--- config.mk ---
export PLATFORM = sky130hd
export DESIGN_NAME = cdb_arbiter_flat
export DESIGN_NICKNAME = d
export VERILOG_FILES = /design/src/rtl/cdb_arbiter_if.sv /design/src/rtl/cdb_arbiter.sv /design/src/flat_wrapper.sv
export SDC_FILE = /design/constraint.sdc
export NUM_CORES = 1
export LEC_CHECK = 0
export CAP_MARGIN = 15
export CELL_PAD_IN_SITES_DETAIL_PLACEMENT = 1
export CELL_PAD_IN_SITES_GLOBAL_PLACEMENT = 1
export CORE_MARGIN = 1
export CORE_UTILIZATION = 40
export DETAILED_ROUTE_END_ITERATION = 10
export GPL_TIMING_DRIVEN = 0
export PLACE_DENSITY_LB_ADDON = 0.12
export RECOVER_POWER = 100
export SLEW_MARGIN = 10
export SYNTH_ARGS = -nofsm -noshare
export SYNTH_HDL_FRONTEND = slang
export SYNTH_SLANG_ARGS = --single-unit
--- constraint.sdc ---
create_clock -name debug_clk -period 16.1 [get_ports debug_clk]
set_input_delay 2.415 -clock debug_clk [delete_from_list [all_inputs] [get_ports debug_clk]]
set_output_delay 2.415 -clock debug_clk [all_outputs]
set_load 0.01 [all_outputs]
--- src/rtl/cdb_arbiter_if.sv ---
// FU-result / CDB bundle for cdb_arbiter: per-channel valid/ready/payload in, one broadcast out.
// master = FU side (drives results and flush), slave = arbiter side.
interface cdb_arbiter_if #(
    parameter int unsigned NCH = 5,
    parameter int unsigned DW  = 32,
    parameter int unsigned TW  = 8,
    parameter int unsigned PCW = 32
);
    localparam int unsigned OW = $clog2(NCH + 1);

    logic                 flush;
    logic [NCH-1:0]       fu_valid;
    logic [NCH-1:0]       fu_ready;
    logic [NCH*DW-1:0]    fu_data;
    logic [NCH*TW-1:0]    fu_tag;
    logic [NCH*PCW-1:0]   fu_pc;
    logic                 cdb_valid;
    logic [DW-1:0]        cdb_data;
    logic [TW-1:0]        cdb_tag;
    logic [PCW-1:0]       cdb_pc;
    logic [NCH-1:0]       cdb_grant;
    logic [OW-1:0]        occupancy;

    modport master (
        output flush, fu_valid, fu_data, fu_tag, fu_pc,
        input  fu_ready, cdb_valid, cdb_data, cdb_tag, cdb_pc, cdb_grant, occupancy
    );

    modport slave (
        input  flush, fu_valid, fu_data, fu_tag, fu_pc,
        output fu_ready, cdb_valid, cdb_data, cdb_tag, cdb_pc, cdb_grant, occupancy
    );
endinterface

--- src/rtl/cdb_arbiter.sv ---
// Common-data-bus arbiter: one holding slot per FU channel, one grant per cycle onto the CDB.
// Round-robin by default; define CDB_ARB_FIXED_PRIO_EN for lowest-index-wins fixed priority.
module cdb_arbiter #(
    parameter int unsigned NCH = 5,
    parameter int unsigned DW  = 32,
    parameter int unsigned TW  = 8,
    parameter int unsigned PCW = 32
) (
    input logic          debug_clk,
    input logic          rst,
    cdb_arbiter_if.slave bus
);
    localparam int unsigned OW = $clog2(NCH + 1);
    localparam int unsigned IW = $clog2(NCH);

    logic [NCH-1:0] full_q, full_d;
    logic [NCH-1:0] grant;
    logic [NCH-1:0] capture;
    logic [DW-1:0]  data_q [NCH];
    logic [TW-1:0]  tag_q  [NCH];
    logic [PCW-1:0] pc_q   [NCH];
    logic [OW-1:0]  occ_q, occ_d;
    logic [IW-1:0]  win_idx;
    logic           any_full;

    assign any_full = |full_q;

`ifdef CDB_ARB_FIXED_PRIO_EN
    always_comb begin
        win_idx = '0;
        // Descending scan so the lowest full index is the last one written.
        for (int i = int'(NCH) - 1; i >= 0; i--) begin
            if (full_q[i]) win_idx = IW'(i);
        end
    end
`else
    logic [IW-1:0] ptr_q;
    logic          found;
    int            idx;

    always_comb begin
        win_idx = '0;
        found   = 1'b0;
        idx     = 0;
        // Scan ptr+1, ptr+2, ... wrapping at NCH; first full slot wins.
        for (int off = 1; off <= int'(NCH); off++) begin
            idx = int'(ptr_q) + off;
            if (idx >= int'(NCH)) idx = idx - int'(NCH);
            if (!found && full_q[idx]) begin
                found   = 1'b1;
                win_idx = IW'(idx);
            end
        end
    end

    always_ff @(posedge debug_clk or posedge rst) begin
        if (rst) begin
            ptr_q <= IW'(NCH - 1);
        end else if (any_full && !bus.flush) begin
            ptr_q <= win_idx;
        end
    end
`endif

    always_comb begin
        grant = '0;
        if (any_full) grant[win_idx] = 1'b1;
    end

    assign bus.fu_ready  = ~full_q | grant;
    assign bus.cdb_valid = any_full;
    assign bus.cdb_grant = grant;
    assign bus.occupancy = occ_q;
    assign capture       = bus.fu_valid & bus.fu_ready & {NCH{~bus.flush}};

    always_comb begin
        bus.cdb_data = '0;
        bus.cdb_tag  = '0;
        bus.cdb_pc   = '0;
        if (any_full) begin
            bus.cdb_data = data_q[win_idx];
            bus.cdb_tag  = tag_q[win_idx];
            bus.cdb_pc   = pc_q[win_idx];
        end
    end

    always_comb begin
        full_d = full_q;
        for (int i = 0; i < int'(NCH); i++) begin
            if (bus.flush) begin
                full_d[i] = 1'b0;
            end else if (capture[i]) begin
                // Tag 0 has no consumer: accept the handshake but leave the slot empty.
                full_d[i] = |bus.fu_tag[i*TW +: TW];
            end else if (grant[i]) begin
                full_d[i] = 1'b0;
            end
        end
        occ_d = '0;
        for (int i = 0; i < int'(NCH); i++) begin
            occ_d = occ_d + OW'(full_d[i]);
        end
    end

    always_ff @(posedge debug_clk or posedge rst) begin
        if (rst) begin
            full_q <= '0;
            occ_q  <= '0;
        end else begin
            full_q <= full_d;
            occ_q  <= occ_d;
        end
    end

    always_ff @(posedge debug_clk or posedge rst) begin
        if (rst) begin
            for (int i = 0; i < int'(NCH); i++) begin
                data_q[i] <= '0;
                tag_q[i]  <= '0;
                pc_q[i]   <= '0;
            end
        end else begin
            for (int i = 0; i < int'(NCH); i++) begin
                if (capture[i] && (|bus.fu_tag[i*TW +: TW])) begin
                    data_q[i] <= bus.fu_data[i*DW +: DW];
                    tag_q[i]  <= bus.fu_tag[i*TW +: TW];
                    pc_q[i]   <= bus.fu_pc[i*PCW +: PCW];
                end
            end
        end
    end
endmodule

--- src/flat_wrapper.sv ---
// flat-port wrapper written by rule: the top's interface ports become plain ports
module cdb_arbiter_flat 
#(
    parameter int unsigned NCH = 5,
    parameter int unsigned DW  = 32,
    parameter int unsigned TW  = 8,
    parameter int unsigned PCW = 32
)
  (debug_clk, rst, bus_flush, bus_fu_valid, bus_fu_data, bus_fu_tag, bus_fu_pc, bus_fu_ready, bus_cdb_valid, bus_cdb_data, bus_cdb_tag, bus_cdb_pc, bus_cdb_grant, bus_occupancy);
  cdb_arbiter_if #(.NCH(NCH), .DW(DW), .TW(TW), .PCW(PCW)) bus_i ();
  input logic debug_clk;
  input logic rst;
  input wire logic [$bits(bus_i.flush)-1:0] bus_flush;
  input wire logic [$bits(bus_i.fu_valid)-1:0] bus_fu_valid;
  input wire logic [$bits(bus_i.fu_data)-1:0] bus_fu_data;
  input wire logic [$bits(bus_i.fu_tag)-1:0] bus_fu_tag;
  input wire logic [$bits(bus_i.fu_pc)-1:0] bus_fu_pc;
  output wire logic [$bits(bus_i.fu_ready)-1:0] bus_fu_ready;
  output wire logic [$bits(bus_i.cdb_valid)-1:0] bus_cdb_valid;
  output wire logic [$bits(bus_i.cdb_data)-1:0] bus_cdb_data;
  output wire logic [$bits(bus_i.cdb_tag)-1:0] bus_cdb_tag;
  output wire logic [$bits(bus_i.cdb_pc)-1:0] bus_cdb_pc;
  output wire logic [$bits(bus_i.cdb_grant)-1:0] bus_cdb_grant;
  output wire logic [$bits(bus_i.occupancy)-1:0] bus_occupancy;
  assign bus_i.flush = bus_flush;
  assign bus_i.fu_valid = bus_fu_valid;
  assign bus_i.fu_data = bus_fu_data;
  assign bus_i.fu_tag = bus_fu_tag;
  assign bus_i.fu_pc = bus_fu_pc;
  assign bus_fu_ready = bus_i.fu_ready;
  assign bus_cdb_valid = bus_i.cdb_valid;
  assign bus_cdb_data = bus_i.cdb_data;
  assign bus_cdb_tag = bus_i.cdb_tag;
  assign bus_cdb_pc = bus_i.cdb_pc;
  assign bus_cdb_grant = bus_i.cdb_grant;
  assign bus_occupancy = bus_i.occupancy;
  cdb_arbiter #(.NCH(NCH), .DW(DW), .TW(TW), .PCW(PCW)) u_core (.debug_clk(debug_clk), .rst(rst), .bus(bus_i));
endmodule
Word-level counts from Yosys, hierarchy flattened
Cells that the tools add are included. W data, S select, Z words.

Flip-flop bits (word level): 371. Input port bits: 368.

Add/sub/neg operators: 14. Order comparisons: 13. Muxes and demuxes: 59. Bitwise logic cells: 6. Reductions and logical operators: 22.

Operator list (number): $mux W32 (11); $bmux W32 S3 (2); $ge A32 B4 Y1 const B (5); $lt A32 B5 Y1 const B (5); $sub A32 B4 Y32 const B (5); $reduce_or A8 Y1 (5); $mux W1 (30); $bmux W8 S3 (1); $mux W8 (3); $bmux W1 S3 (5); $mux W3 (5); $logic_and A1 B1 Y1 (11); $and A5 B5 Y5 (2); $add A3 B1 Y3 (3); $add A3 B2 Y4 const B (2); $add A3 B3 Y4 const B (2); $logic_not A1 Y1 (5); $mux W5 (1); $not A5 Y5 (1); $or A5 B5 Y5 (1); $reduce_or A5 Y1 (1); $add A3 B1 Y4 const B (1); $ge A4 B4 Y1 const B (1); $lt A3 B4 Y1 const B (1); 5 further kinds (5).

Longest topological paths before layout
Depth after elaboration: 33. Depth in mapped cells: 23.

Worst setup path after synthesis
OpenSTA, ideal clock, no wires.

Path type: register to output. Start: reg u_core.ptr_q[0]. End: out bus_cdb_data[19]. Data arrival time: 4374 ps. Required time: 13685 ps. Setup slack: 9311 ps. Stages on the path, launching flop included: 18. Path buffers: 4. Cells stage by stage: dfrtp_1 -> buf_2 -> inv_2 -> ha_1 -> inv_1 -> fa_1 -> clkbuf_1 -> or4_1 -> a211o_1 -> o2111ai_1 -> a21oi_1 -> o32a_1 -> or2_1 -> clkbuf_1 -> nor3_2 -> clkbuf_1 -> a21oi_1 -> a221oi_1.

Cells in the longest elaborated chain, start to end: 24. Elaborated cells on any way between the ends: 57.

Ends and longest elaborated chain: start, declared (line cdb_arbiter.sv:37) `logic [IW-1:0] ptr_q;`; start signal, assigned (line cdb_arbiter.sv:58) `ptr_q <= IW'(NCH - 1);`; start signal, assigned (line cdb_arbiter.sv:60) `ptr_q <= win_idx;`; $add A3 B1 Y4 (line cdb_arbiter.sv:47) `idx = int'(ptr_q) + off;`; $sub A32 B4 Y32 / $ge A32 B4 Y1 (equally long branches) (line cdb_arbiter.sv:48) `if (idx >= int'(NCH)) idx = idx - int'(NCH);`; $mux W32 (line cdb_arbiter.sv:48); $bmux W1 S3 (line cdb_arbiter.sv:49) `if (!found && full_q[idx]) begin`; $mux W1 (not written as such) (2 in a row) (line cdb_arbiter.sv:49); $mux W1 (line cdb_arbiter.sv:49); $logic_not A1 Y1 (line cdb_arbiter.sv:49); $logic_and A1 B1 Y1 (line cdb_arbiter.sv:49); [6 not listed]; $mux W1 (line cdb_arbiter.sv:49); $logic_not A1 Y1 (line cdb_arbiter.sv:49); $logic_and A1 B1 Y1 (line cdb_arbiter.sv:49); $mux W3 * (line cdb_arbiter.sv:49); $not A3 Y4 (not written as such) * (line cdb_arbiter.sv:81) `bus.cdb_data = data_q[win_idx];`; $bmux W32 S3 * (line cdb_arbiter.sv:81); $mux W32 (not written as such) * (2 in a row) (line cdb_arbiter.sv:81); $mux W32 * (line cdb_arbiter.sv:80) `if (any_full) begin`; end, declared (line flat_wrapper.sv:20) `output wire logic [$bits(bus_i.cdb_data)-1:0] bus_cdb_data;`.

Mark *: on every way between the ends. The rest lies on a longest branch, timed or not. The select of a mux whose other input is x is not followed.

Final worst setup path
Start: reg u_core.ptr_q[2]. End: out bus_cdb_data[27].

The elaborated chain is that of the path after synthesis.

==> impl_metrics.csv <==
group,metric,value,unit
routing,wl,63400,µm
global_routing,grtUsageMet2,46.0,%
synthesis,synthCells,1345,
cells_and_area,multiInputGateArea,0.00798,mm²
routing,vias_per_cell,5.44,
synthesis,synth_area_leaders,"dfrtp_1 52%, mux2_2 20%, mux2i_1 8.3%",
setup_path,critPathTopFamily,"buffers and inverters",
clock_tree,clk_pin_slew,0.06,ns
synthesis,post-synth-top-count-cell,"dfrtp_1",
synthesis,synth_top_area_share,51.8,%
routing,route.detailed.drc,0,
clock_tree,cts_buffers,43,
setup_path,cp-end-kind,"output port",
global_routing,grt_pass1_vias,14900,
cells_and_area,nets,2230,
global_routing,grt_pass1_wl,93100,µm
clock_tree,post_cts_resize_count,0,
sta,max_slew.worst_pin.slew,5.78,ns
setup_path,required,13.69,ns
cells_and_area,n_fill_cell,4552,
outcome,status,"complete, but fails checks",
place,detailed_place_hpwl,47700,µm
outcome,failed_checks,"max-capacitance violations, max-slew violations",
sta,hold_viol_final,0,
cells_and_area,fin_area,0.0245,mm²
clock_tree,cts_sinks,371,
floorplan,dieArea,0.0455,mm²
sta,fin_worst_skew,0.0144,ns
synthesis,ys_types,69,
cells_and_area,area_growth,37.1,%
sta,setup_tns,0,ns
run,cap_viol_max_count,8,
hold_path,hold_path.class,"flop to flop",
sta,period_needed,10.71,ns
global_routing,antenna_found_initial,37,
sta,slew_headroom,-286,%
setup_path,path_common_cell,"clkbuf_1",
setup_path,r2r_setup_slack,7.60,ns
setup_path,cp.arrival,8.29,ns
clock_tree,worst_skew_pair.late_latency,0.57,ns
setup_path,path_cells,"clkbuf_1 -> inv_1 -> ha_1 -> clkbuf_1 -> a2111oi_0 -> o2111a_1 -> a211oi_1 -> or4_1 -> o311ai_0 -> o32a_1 -> clkbuf_1 -> clkbuf_1 -> clkbuf_1 -> clkbuf_1 -> mux2i_1 -> a221oi_1 -> dlygate4sd3_1",
setup_path,slowest_delay,0.77,ns
routing,vias,13600,
synthesis,yosysTopAreaCell,"dfrtp_1",
place,port-buffer-count,453,
global_routing,top_usage_layer,"met2",
synthesis,ys_seq_area_share,51.9,%
setup_path,criticalPathCategory,"flop to output port",
clock_tree,cts.path.max_buffers,3,
synthesis,synth_top_flop_cell,"dfrtp_1",
global_routing,track_usage,27.8,%
routing,firstDrtPassIters,4,
global_routing,met1_usage,33.6,%
global_routing,grt.overflow.total,0,
clock_tree,cts_max_level,2,
hold_path,hold_depth,1,
sta,rsz0062_at_grt,"no",
cells_and_area,seqCellArea,0.00929,mm²
synthesis,synthTopCellsByCount,"370 x dfrtp_1, 322 x mux2_2, 148 x mux2i_1",
setup_path,reg2reg_to,"u_core.pc_q[102]$_DFFE_PP0P_",
clock_tree,holdBufCountCts,0,
cells_and_area,drive_above_1_share,22.4,%
synthesis,syn_area,0.0179,mm²
setup_path,slowest_stage,"dfstp_1",
sta,fmax,93.4,MHz
clock_tree,cts_tree,"yes",
synthesis,synth_edf_count,0,
sta,finalSetupViolations,0,
setup_path,crit_buf_inv,8,
routing,ant_nets,0,
place,place_area,0.0233,mm²
synthesis,async_flop_share,100,%
global_routing,grt_use_met3,8.45,%
sta,final.period_utilization,66.5,%
synthesis,avgSynthCellArea,13.3,µm²
synthesis,syn-num-nets,1728,
floorplan,core_area,0.0441,mm²
floorplan,rows,77,
floorplan,initial_utilization,40.5,%
clock_tree,root_buffer,"clkbuf_16",
setup_path,startpoint_type,"flop",
floorplan,die_h,213,µm
synthesis,ys_ff_latch,371,
sta,whs,0.486,ns
hold_path,worstHoldStart,"u_core.pc_q[139]$_DFFE_PP0P_",
setup_path,r2r_cells,16,
clock_tree,postCtsSetupBuffers,0,
place,place.gp.congestion,0.908,
global_routing,grt_max_degree,107,
hold_path,hold_end,"u_core.pc_q[139]$_DFFE_PP0P_",
sta,finalMaxSlewViolations,328,
setup_path,crit_fanout,10,
floorplan,die_x,213,µm
routing,drtIter0Drc,670,
routing,routedWlPerCell,25.4,µm
floorplan,io_pins,454,
setup_path,reg2reg_from,"u_core.ptr_q[2]$_DFFE_PP1P_",
synthesis,ys_warn_count,0,
==> cell usage in the layout, fill, tap and decap left out, types with 3 or more instances in the layout <==
cell / count
or4_1: 7
a21boi_0: 4
o21a_1: 3
ha_1: 12
clkbuf_8: 11
nand3_1: 5
o221ai_1: 3
fa_1: 3
mux2_1: 43
nand2b_1: 5
dfrtp_1: 370
clkbuf_1: 92
xnor2_1: 3
nand2_1: 19
nor3b_1: 4
inv_1: 17
a211oi_1: 6
nor2b_1: 6
a21oi_1: 81
mux2i_1: 148
buf_2: 18
o21ai_0: 15
or2_2: 3
dlygate4sd3_1: 82
a221oi_1: 74
a21o_1: 4
nor4_1: 7
nand3b_1: 4
nor3_1: 5
diode_2: 23
mux2_2: 320
clkdlybuf4s50_1: 371
clkbuf_16: 44
a211o_1: 5
o31ai_1: 3
or3b_2: 3
clkinv_2: 9
nor2_1: 24
==> routing by layer <==
layer	wire [µm]	part of all wire (%)
met2	31300	49
met1	25000	39
met5	209	0.33
met3	4690	7.4
met4	2230	3.5
==> registers in the layout, summed over array words and instances, names as in the netlist <==
register and count:
u_core.tag_q 40, u_core.ptr_q 3, u_core.pc_q 160, u_core.full_q 5, u_core.data_q 160, u_core.bus.occupancy 3
==> metrics by stage <==
| stage | cells | util (%) | setup slack [ns] |
|---|---|---|---|
| after detailed placement | 2394 | 52.7 | 6.78 |
| final | 2495 | 55.5 | 5.39 |
| after CTS | 2472 | 55.9 | 6.16 |
| after global placement | 2390 | 52.5 | -1.49 |
| after global routing | 2491 | 55.5 | 4.86 |
| after floorplan | 1345 | - | 3.38 |
==> final cells by class <==
cell class              instances  area share [%]
flip-flops and latches        371            37.9
multi-input cells             855            32.5
repair buffers                457            18.7
clock buffers                  65            5.26
well taps                     592            3.02
plain buffers                 100            1.65
clock inverters                13           0.439
inverters                      19           0.296
diodes                         23           0.235
==> how the worst max path moves through the flow <==
| stage | start | to | slack (ns) | cells past startpoint |
|---|---|---|---|---|
| floorplan | rst | u_core.bus.occupancy[0]$_DFF_PP0_ | 3.38 | 1 |
| global placement | rst | u_core.data_q[113]$_DFFE_PP0P_ | -1.49 | 2 |
| global route | u_core.ptr_q[2]$_DFFE_PP1P_ | bus_cdb_data[27] | 4.86 | 17 |
| CTS | u_core.ptr_q[2]$_DFFE_PP1P_ | bus_cdb_data[25] | 6.16 | 16 |
| detailed placement | u_core.ptr_q[2]$_DFFE_PP1P_ | bus_cdb_data[25] | 6.78 | 16 |
| finish | u_core.ptr_q[2]$_DFFE_PP1P_ | bus_cdb_data[27] | 5.39 | 17 |
==> kinds of logic (layout without fill, tap and decap cells) <==
logic type                 Yosys count  count (layout)  synth area share [%]
AOI/OAI and AO/OA                  222             222                  8.92
xor gates and xnor gates             3               3                 0.147
adders and majority gates           15              15                  1.18
buffers and inverters              119             654                  3.27
DFF                                371             371                  51.9
muxes                              513             513                  31.4
other                                0              23                     0
and+or+nand+nor                    102             102                  3.14
Power is not shown: default switching activity piles up to over one toggle a cycle in this logic, so the estimate is an artifact.
